--- src/rtl/pc_pkg.sv ---
// rtl/pc_pkg.sv - operation encoding and priority decode shared by pc_unit
// Purpose: one-hot request lines -> single prioritised PC operation.
// Contents: pc_op_e, pc_decode(Up, Branch, Load, Call, Ret).
package pc_pkg;

  typedef enum logic [2:0] {
    PC_HOLD,
    PC_INC,
    PC_BRANCH,
    PC_LOAD,
    PC_CALL,
    PC_RET
  } pc_op_e;

  // Ret > Call > Load > Branch > Up > hold; lower requests are dropped.
  function automatic pc_op_e pc_decode(input logic up, input logic branch,
                                       input logic load, input logic call,
                                       input logic ret);
    pc_op_e op;
    if (ret)         op = PC_RET;
    else if (call)   op = PC_CALL;
    else if (load)   op = PC_LOAD;
    else if (branch) op = PC_BRANCH;
    else if (up)     op = PC_INC;
    else             op = PC_HOLD;
    return op;
  endfunction

endpackage

--- src/rtl/pc_return_stack.sv ---
// rtl/pc_return_stack.sv - LIFO return-address stack for the program counter
// Purpose: holds up to DEPTH return addresses; top of stack is always Dout.
// Ports:
//   Clock, ResetN   clock, async active-low reset (pointer only)
//   Push, Din       push Din when not full
//   Pop             discard top entry when not empty
//   Dout            current top entry (don't-care when empty)
//   Depth           registered count of valid entries
//   Full, Empty     decoded from Depth
module pc_return_stack
  import pc_pkg::*;
#(
  parameter int W     = 7,
  parameter int DEPTH = 4,
  parameter int DW    = $clog2(DEPTH + 1)
) (
  input  logic          Clock,
  input  logic          ResetN,
  input  logic          Push,
  input  logic          Pop,
  input  logic [W-1:0]  Din,
  output logic [W-1:0]  Dout,
  output logic [DW-1:0] Depth,
  output logic          Full,
  output logic          Empty
);

  // Shift-register organisation: entry 0 is the top, so no read/write
  // pointer indexing is needed and Dout is a plain wire.
  logic [W-1:0] mem [DEPTH];
  logic         do_push;
  logic         do_pop;

  assign Full    = (Depth == DW'(DEPTH));
  assign Empty   = (Depth == '0);
  assign do_push = Push && !Full;
  assign do_pop  = Pop && !Empty && !Push;
  assign Dout    = mem[0];

  // Contents are deliberately not reset.
  always_ff @(posedge Clock) begin
    if (do_push) begin
      mem[0] <= Din;
      for (int i = 1; i < DEPTH; i++) mem[i] <= mem[i-1];
    end else if (do_pop) begin
      for (int i = 0; i < DEPTH - 1; i++) mem[i] <= mem[i+1];
    end
  end

  always_ff @(posedge Clock or negedge ResetN) begin
    if (!ResetN)      Depth <= '0;
    else if (do_push) Depth <= Depth + DW'(1);
    else if (do_pop)  Depth <= Depth - DW'(1);
  end

endmodule

--- src/rtl/pc_unit.sv ---
// rtl/pc_unit.sv - program counter with call/return stack and sticky stack errors
// Purpose: fetch-stage instruction address generator.
// Ports:
//   Clock, ResetN          clock, async active-low reset
//   Up/Branch/Load/Call/Ret operation requests (prioritised, one per cycle)
//   Offset                 signed branch displacement
//   Target                 absolute address for Load/Call
//   ClearErr               clears Overflow/Underflow
//   Addr                   current program counter
//   Depth, StackFull, StackEmpty  return-stack status
//   Overflow, Underflow    sticky stack error flags
module pc_unit
  import pc_pkg::*;
#(
  parameter int                ADDR_W      = 7,
  parameter logic [ADDR_W-1:0] RESET_ADDR  = '0,
  parameter int                STACK_DEPTH = 4
) (
  input  logic                               Clock,
  input  logic                               ResetN,
  input  logic                               Up,
  input  logic                               Branch,
  input  logic [ADDR_W-1:0]                  Offset,
  input  logic                               Load,
  input  logic                               Call,
  input  logic                               Ret,
  input  logic [ADDR_W-1:0]                  Target,
  input  logic                               ClearErr,
  output logic [ADDR_W-1:0]                  Addr,
  output logic [$clog2(STACK_DEPTH+1)-1:0]   Depth,
  output logic                               StackFull,
  output logic                               StackEmpty,
  output logic                               Overflow,
  output logic                               Underflow
);

  pc_op_e            op;
  logic [ADDR_W-1:0] ret_addr;
  logic              push;
  logic              pop;
  logic              call_err;
  logic              ret_err;

  assign op       = pc_decode(Up, Branch, Load, Call, Ret);
  assign push     = (op == PC_CALL) && !StackFull;
  assign pop      = (op == PC_RET) && !StackEmpty;
  assign call_err = (op == PC_CALL) && StackFull;
  assign ret_err  = (op == PC_RET) && StackEmpty;

  pc_return_stack #(
    .W     (ADDR_W),
    .DEPTH (STACK_DEPTH)
  ) u_stack (
    .Clock  (Clock),
    .ResetN (ResetN),
    .Push   (push),
    .Pop    (pop),
    .Din    (Addr + ADDR_W'(1)),
    .Dout   (ret_addr),
    .Depth  (Depth),
    .Full   (StackFull),
    .Empty  (StackEmpty)
  );

  always_ff @(posedge Clock or negedge ResetN) begin
    if (!ResetN) begin
      Addr <= RESET_ADDR;
    end else begin
      unique case (op)
        PC_INC:    Addr <= Addr + ADDR_W'(1);
        // Offset is already ADDR_W wide, so a plain modular add equals
        // adding its sign extension.
        PC_BRANCH: Addr <= Addr + Offset;
        PC_LOAD:   Addr <= Target;
        PC_CALL:   if (push) Addr <= Target;
        PC_RET:    if (pop)  Addr <= ret_addr;
        default:   Addr <= Addr;
      endcase
    end
  end

  // A new error in the same cycle as ClearErr keeps the flag set.
  always_ff @(posedge Clock or negedge ResetN) begin
    if (!ResetN) begin
      Overflow  <= 1'b0;
      Underflow <= 1'b0;
    end else begin
      Overflow  <= call_err || (Overflow && !ClearErr);
      Underflow <= ret_err  || (Underflow && !ClearErr);
    end
  end

endmodule

--- config.mk ---
export PLATFORM = sky130hd
export DESIGN_NAME = pc_unit
export DESIGN_NICKNAME = d
export VERILOG_FILES = /design/src/rtl/pc_pkg.sv /design/src/rtl/pc_return_stack.sv /design/src/rtl/pc_unit.sv
export SDC_FILE = /design/constraint.sdc
export NUM_CORES = 1
export LEC_CHECK = 0
export CELL_PAD_IN_SITES_DETAIL_PLACEMENT = 2
export CELL_PAD_IN_SITES_GLOBAL_PLACEMENT = 2
export CORE_ASPECT_RATIO = 1.5
export CORE_MARGIN = 10
export CORE_UTILIZATION = 36
export CTS_CLUSTER_DIAMETER = 30
export DETAILED_ROUTE_END_ITERATION = 7
export PLACE_DENSITY = 0.88
export SETUP_SLACK_MARGIN = 0.1
export SLEW_MARGIN = 20
export SYNTH_ARGS = -nofsm -noshare
export SYNTH_HDL_FRONTEND = slang
export SYNTH_SLANG_ARGS = --single-unit
--- constraint.sdc ---
create_clock -name Clock -period 3.5 [get_ports Clock]
set_input_delay 0.525 -clock Clock [delete_from_list [all_inputs] [get_ports Clock]]
set_output_delay 0.525 -clock Clock [all_outputs]
set_load 0.01 [all_outputs]
[Yosys cells after proc, flatten, opt, wreduce, memory -nomap -nowiden]
Memories as Yosys holds them, arrays and structs flattened.
Cells that the tools add are included.
Cells by class
  reductions and logical operators: 19
  equal/unequal tests: 8
  $add $sub $neg: 4
  multiplexer cells: 18
  bitwise gates (word level): 3
Operator list (number)
  $mux W7: 5
  $pmux W7 S5: 1
  $mux W3: 4
  $eq A3 B3 Y1 const B: 3
  $logic_and A1 B1 Y1: 9
  $add A7 B1 Y7 const B: 1
  $add A7 B7 Y7: 1
  $eq A3 B2 Y1 const B: 2
  $mux W1: 6
  $reduce_bool A5 Y1: 1
  $logic_not A1 Y1: 4
  $mux W2: 2
  $ne A2 B1 Y1 const B: 2
  $add A3 B1 Y3 const B: 1
  $eq A3 B1 Y1 const B: 1
  $logic_not A3 Y1: 1
  $or A1 B1 Y1: 3
  $reduce_and A3 Y1: 1
  $sub A3 B1 Y3 const B: 1
  $logic_or A1 B1 Y1: 2
  $reduce_bool A2 Y1: 1
Storage, ports and cells
  memory bits (writable): 28
  output and inout port bits: 14
  memories: 1
  word-level logic and storage cells: 57
  flip-flop bits (word level): 12
Memory list
  u_stack.mem: depth 4, width 7, rd ports 4, clocked after memory_dff 0, write ports 4, line pc_return_stack.sv:30  | logic [W-1:0] mem [DEPTH];

[Logic depth before layout (Yosys ltp)]
  depth after elaboration: 13
  mapped depth: 7
  depth with buffers taken out: 7

[By module]
Synthesis repeated with hierarchy kept, for this count alone.
Unflattened totals
  cell total of the unflattened synthesis: 205
  area total of the unflattened synthesis: 2448.6 um^2
Modules (own cells, without submodules)
  pc_return_stack: area an instance 1447.6 um^2, seq. area each 915.9 um^2, instances 1, cells an instance 81
  pc_unit: area an instance 1001.0 um^2, seq. area each 225.2 um^2, instances 1, cells an instance 124

[Least setup slack after synthesis]
No wires, ideal clock.
  path type: register -> register
  from: register u_stack.Depth[0]
  to: register u_stack.Depth[1]
  library setup time: 125 ps
  arrival time: 2030 ps
  data required time: 3375 ps
  path slack: 1345 ps
  clock period less this slack: 2155 ps
  stages on the path, launching flop included: 6
  path through: dfrtp_1 nor3_1 nand2b_1 buf_4 nand2_1 mux2_2
Between the ends
  longest elaborated chain between the ends: 6
RTL lines
  start: declaration: line pc_return_stack.sv:23  | output logic [DW-1:0] Depth,
  start signal: assignment: line pc_return_stack.sv:52  | else if (do_push) Depth <= Depth + DW'(1);
  start signal: assignment: line pc_return_stack.sv:53  | else if (do_pop) Depth <= Depth - DW'(1);
  $logic_not A3 Y1 *: line pc_return_stack.sv:35  | assign Empty = (Depth == '0);
  via StackEmpty: line pc_unit.sv:32  | output logic StackEmpty,
  $logic_not A1 Y1 *: line pc_return_stack.sv:37, pc_unit.sv:46
  $logic_and A1 B1 Y1: line pc_unit.sv:46  | assign pop = (op == PC_RET) && !StackEmpty;
  $logic_and A1 B1 Y1 * (2 in a row): line pc_return_stack.sv:37  | assign do_pop = Pop && !Empty && !Push;
  $reduce_bool A2 Y1 (no line) *
Mark *: on every way through the listed nets, which the timed path passes. The rest lies on a longest branch. The select of a mux whose other input is x is not followed.
A chain may end at the register's enable or synchronous reset.

[Worst setup path after layout]
  from: input port Offset[0]
  to: register Addr[6]
Between the ends
  longest elaborated chain between the ends: 2
RTL lines
  start: declaration: line pc_unit.sv:23  | input logic [ADDR_W-1:0] Offset,
  $add A7 B7 Y7: line pc_unit.sv:73  | PC_BRANCH: Addr <= Addr + Offset;
  $pmux W7 S5: line pc_unit.sv:69  | unique case (op)
  end signal: assignment: line pc_unit.sv:70  | PC_INC: Addr <= Addr + ADDR_W'(1);
  end signal: assignment: line pc_unit.sv:73
  end signal: assignment: line pc_unit.sv:74  | PC_LOAD: Addr <= Target;
  end: declaration: line pc_unit.sv:29  | output logic [ADDR_W-1:0] Addr,
No other way between the ends.

==> reports/results.txt <==
First-pass DRT Iterations: 4
number of synthesized register bits: 40
via/cell ratio: 5.670
largest net degree at the start of global routing: 29
Comb pwr share: 39.1%
minimum clock period: 2.448 ns
# hold bufs at CTS: 0
headroom to the max-slew limit: 56.68%
Clock Skews: 0.01002 ns
status: complete, no violations
Post-CTS Setup Repair Bufs: 0
fin nets: 265
Peak Freq: 0.4086 GHz
Root Driver: clkbuf_8
Crit Path Max Fanout: 3
crit path DAT: 2.62 ns
Post-Syn Area: 2257 um2
H-tree depth: 2
number of synthesis warnings: 0
total negative slack: 0 ns
adder-cell share of the synthesized area: 5.654%
Static Leak: 0.001033 uW
Layout area overhead: 24.06%
Placed Instance Area: 2668 um2
Antenna Nets Post-Route: 0
Power Internal: 1480 uW
Worst-Skew Late Latency: 0.30 ns
Final Hold Vio Count: 0
compound-cell area share of the yosys netlist: 14.86%
actual slew at the worst max-slew pin: 0.6478 ns
Filler cells: 649
I/O Buffers: 35
GP Congestion: 0.7922
element type at the critical path end: register
via count: 1752
diode count: 0
P per Cell Area: 818.4 nW/um2
CP delay by family, top: compound AO/OA/AOI/OAI gates
Die Span X: 84.65 um
slowest library cell on the worst path: a211oi_1
worst vdd ir: 0.0003084 V
critical-path cell list: clkdlybuf4s50_1 > ha_1 > fa_1 > a211oi_1 > o21bai_1 > a21oi_1 > xnor2_1 > o22ai_2
DIE HEIGHT: 117.0 um
# IOs: 36
Worst Path Buf+Inv: 1
slowest stage delay, CP: 0.44 ns
Avg Inst Size Synth: 11.52 um2
GR Overflow Total: 0
CP startpoint kind: input port
WP data required: 3.68 ns
DR iter-0 viols: 99
routed wire length: 6.842 mm
Crit Path Class: input port to register
post-synthesis cell count: 196
syn nets: 227
clock share of power: 19.8%
Clock Path Buffers: 2
Psw: 811.3 uW
TritonCTS clock tree: built
Global Route Usage Sum: 14.03%
initial antenna violation count: 0
Max Cap Violations: 0
RSZ-0062 raised after global routing: no
Worst-path clk slew: 0.07 ns
share of cells above drive strength 1: 16.17%
Reg power frac: 41.1%
post-route cell area: 2800 um2
Async SR Flop Fraction: 30.00%
CTS resizes: 0
post-synth cell types: 47
main combinational cell family by area after synthesis: compound AO/OA/AOI/OAI gates
Max Transition Viols Final: 0
global-route wire length before repair: 10.90 mm
Starting Density: 36.82%
XOR/XNOR Fraction of Synth Area: 3.492%
Hold WC Path Type: register to register
count of clock tree sinks: 40
routed len/inst: 22.14 um
final worst-path cycle share: 69.93%
Synth Area in Simple Gates: 12.97%
core area: 6131 um2
multiplexer share of the synthesized area: 8.869%
vias in the first global route: 1943
DRC Markers: 0
total CTS buffers: 5
row count: 35
final worst setup slack: 1.052 ns
post-DP HPWL: 5.157 mm
commonest register cell after synthesis: edfxtp_1
EDFF count, synth: 28
die area: 9902 um2
post-synthesis sequential area ratio: 50.55%
sw frac: 35.40%
dpl ws: 0.7338 ns
Final setup viols: 0
[final cells by class]
type / count / area (um2) / share of cell area (%)
Sequential cell: 40 / 1141 / 40.75
Multi-Input combinational cell: 142 / 1035 / 36.95
Timing Repair Buffer: 38 / 372.9 / 13.32
Tap cell: 74 / 92.59 / 3.307
Clock buffer: 6 / 72.57 / 2.592
Clock inverter: 2 / 60.06 / 2.145
Inverter: 7 / 26.28 / 0.9383
[metrics by stage]
step                power [uW]  utilization (%)  hold slack [ns]  cells
floorplan                 1438                -           0.2294    196
global placement          1748            43.51           0.4236    301
detailed placement        1839            43.51           0.4375    301
CTS                       2322            45.67           0.4548    309
global route              2448            45.67           0.4683    309
finish                    2292            45.67           0.4535    309
[routing by layer]
| layer | vias to the layer above | GRT usage, % | wire, um |
|---|---|---|---|
| li1 | 809 | - | - |
| met4 | 0 | 5.507 | 128 |
| met2 | 33 | 26.40 | 3814 |
| met1 | 899 | 14.77 | 2670 |
| met5 | - | 0 | 0 |
| met3 | 11 | 3.047 | 229 |
[cells in the mapped netlist, types with 3 or more instances]
cell type | count | share of area [%]
a211oi_1 | 4 | 1.3
a21oi_1 | 16 | 3.5
buf_4 | 3 | 1.0
dfrtp_1 | 12 | 13
edfxtp_1 | 28 | 37
ha_1 | 7 | 3.9
inv_1 | 7 | 1.2
mux2_2 | 16 | 8.0
nand2_1 | 12 | 2.0
nand2b_1 | 4 | 1.1
nand3_1 | 6 | 1.3
nor2_1 | 19 | 3.2
o21ai_0 | 9 | 2.0
o22ai_1 | 3 | 0.83
xnor2_1 | 4 | 1.6
xor2_1 | 5 | 1.9
[registers in the layout, summed over array words and instances, names as in the netlist]
register / cells
Addr: 7
Overflow: 1
u_stack.Depth: 3
u_stack.mem: 28
Underflow: 1
[cells by family after synthesis]
family,after synthesis
simple gates,56
compound gates,50
flops,40
mux,18
buf+inv,14
xor+xnor,9
fa+ha+maj,9
[cell usage in the layout, fill, tap and decap left out, types with 2 or more instances in the layout]
| cell type | n |
|---|---|
| a211oi_1 | 4 |
| a21oi_1 | 16 |
| a221oi_1 | 2 |
| and3_1 | 2 |
| buf_4 | 3 |
| bufinv_16 | 2 |
| clkbuf_8 | 5 |
| clkdlybuf4s50_1 | 35 |
| dfrtp_1 | 12 |
| edfxtp_1 | 28 |
| fa_1 | 2 |
| ha_1 | 7 |
| inv_1 | 7 |
| mux2_2 | 16 |
| mux2i_1 | 2 |
| nand2_1 | 12 |
| nand2b_1 | 4 |
| nand3_1 | 6 |
| nor2_1 | 19 |
| nor3b_1 | 2 |
| o2111ai_1 | 2 |
| o211ai_1 | 2 |
| o21ai_0 | 9 |
| o21bai_1 | 2 |
| o22ai_1 | 3 |
| xnor2_1 | 4 |
| xor2_1 | 5 |
[worst register-to-register path: cells and delay by family (launching register included)]
| family | cells | cell delay, ns |
|---|---|---|
| AO/OA/AOI/OAI | 4 | 0.89 |
| XOR/XNOR | 1 | 0.16 |
| adder cells (fa/ha/maj) | 2 | 0.66 |
| flip-flops | 1 | 0.48 |
[worst paths after layout]
path                                   startpoint           endpoint  slack, ns  cells past startpoint
worst max-delay path                    Offset[0]            Addr[6]       1.05                      8
worst min-delay path            u_stack.mem[2][5]  u_stack.mem[3][5]       0.45                      0
worst max register to register            Addr[0]            Addr[6]       1.18                      7
worst min register to register  u_stack.mem[2][5]  u_stack.mem[3][5]       0.45                      0
max in group asynchronous                  ResetN            Addr[4]       2.46                      1
min in group asynchronous                  ResetN            Addr[2]       0.62                      1
[power groups by stage]
stage                     Clock [uW]  Sequential [uW]  Combinational [uW]
after global routing             481              973                 994
after floorplan                    0              902                 535
after detailed placement           0              949                 890
after global placement             0              915                 833
after CTS                        461              943                 918
final                            453              943                 896
No activity file was read; power rests on OpenSTA's default activity.
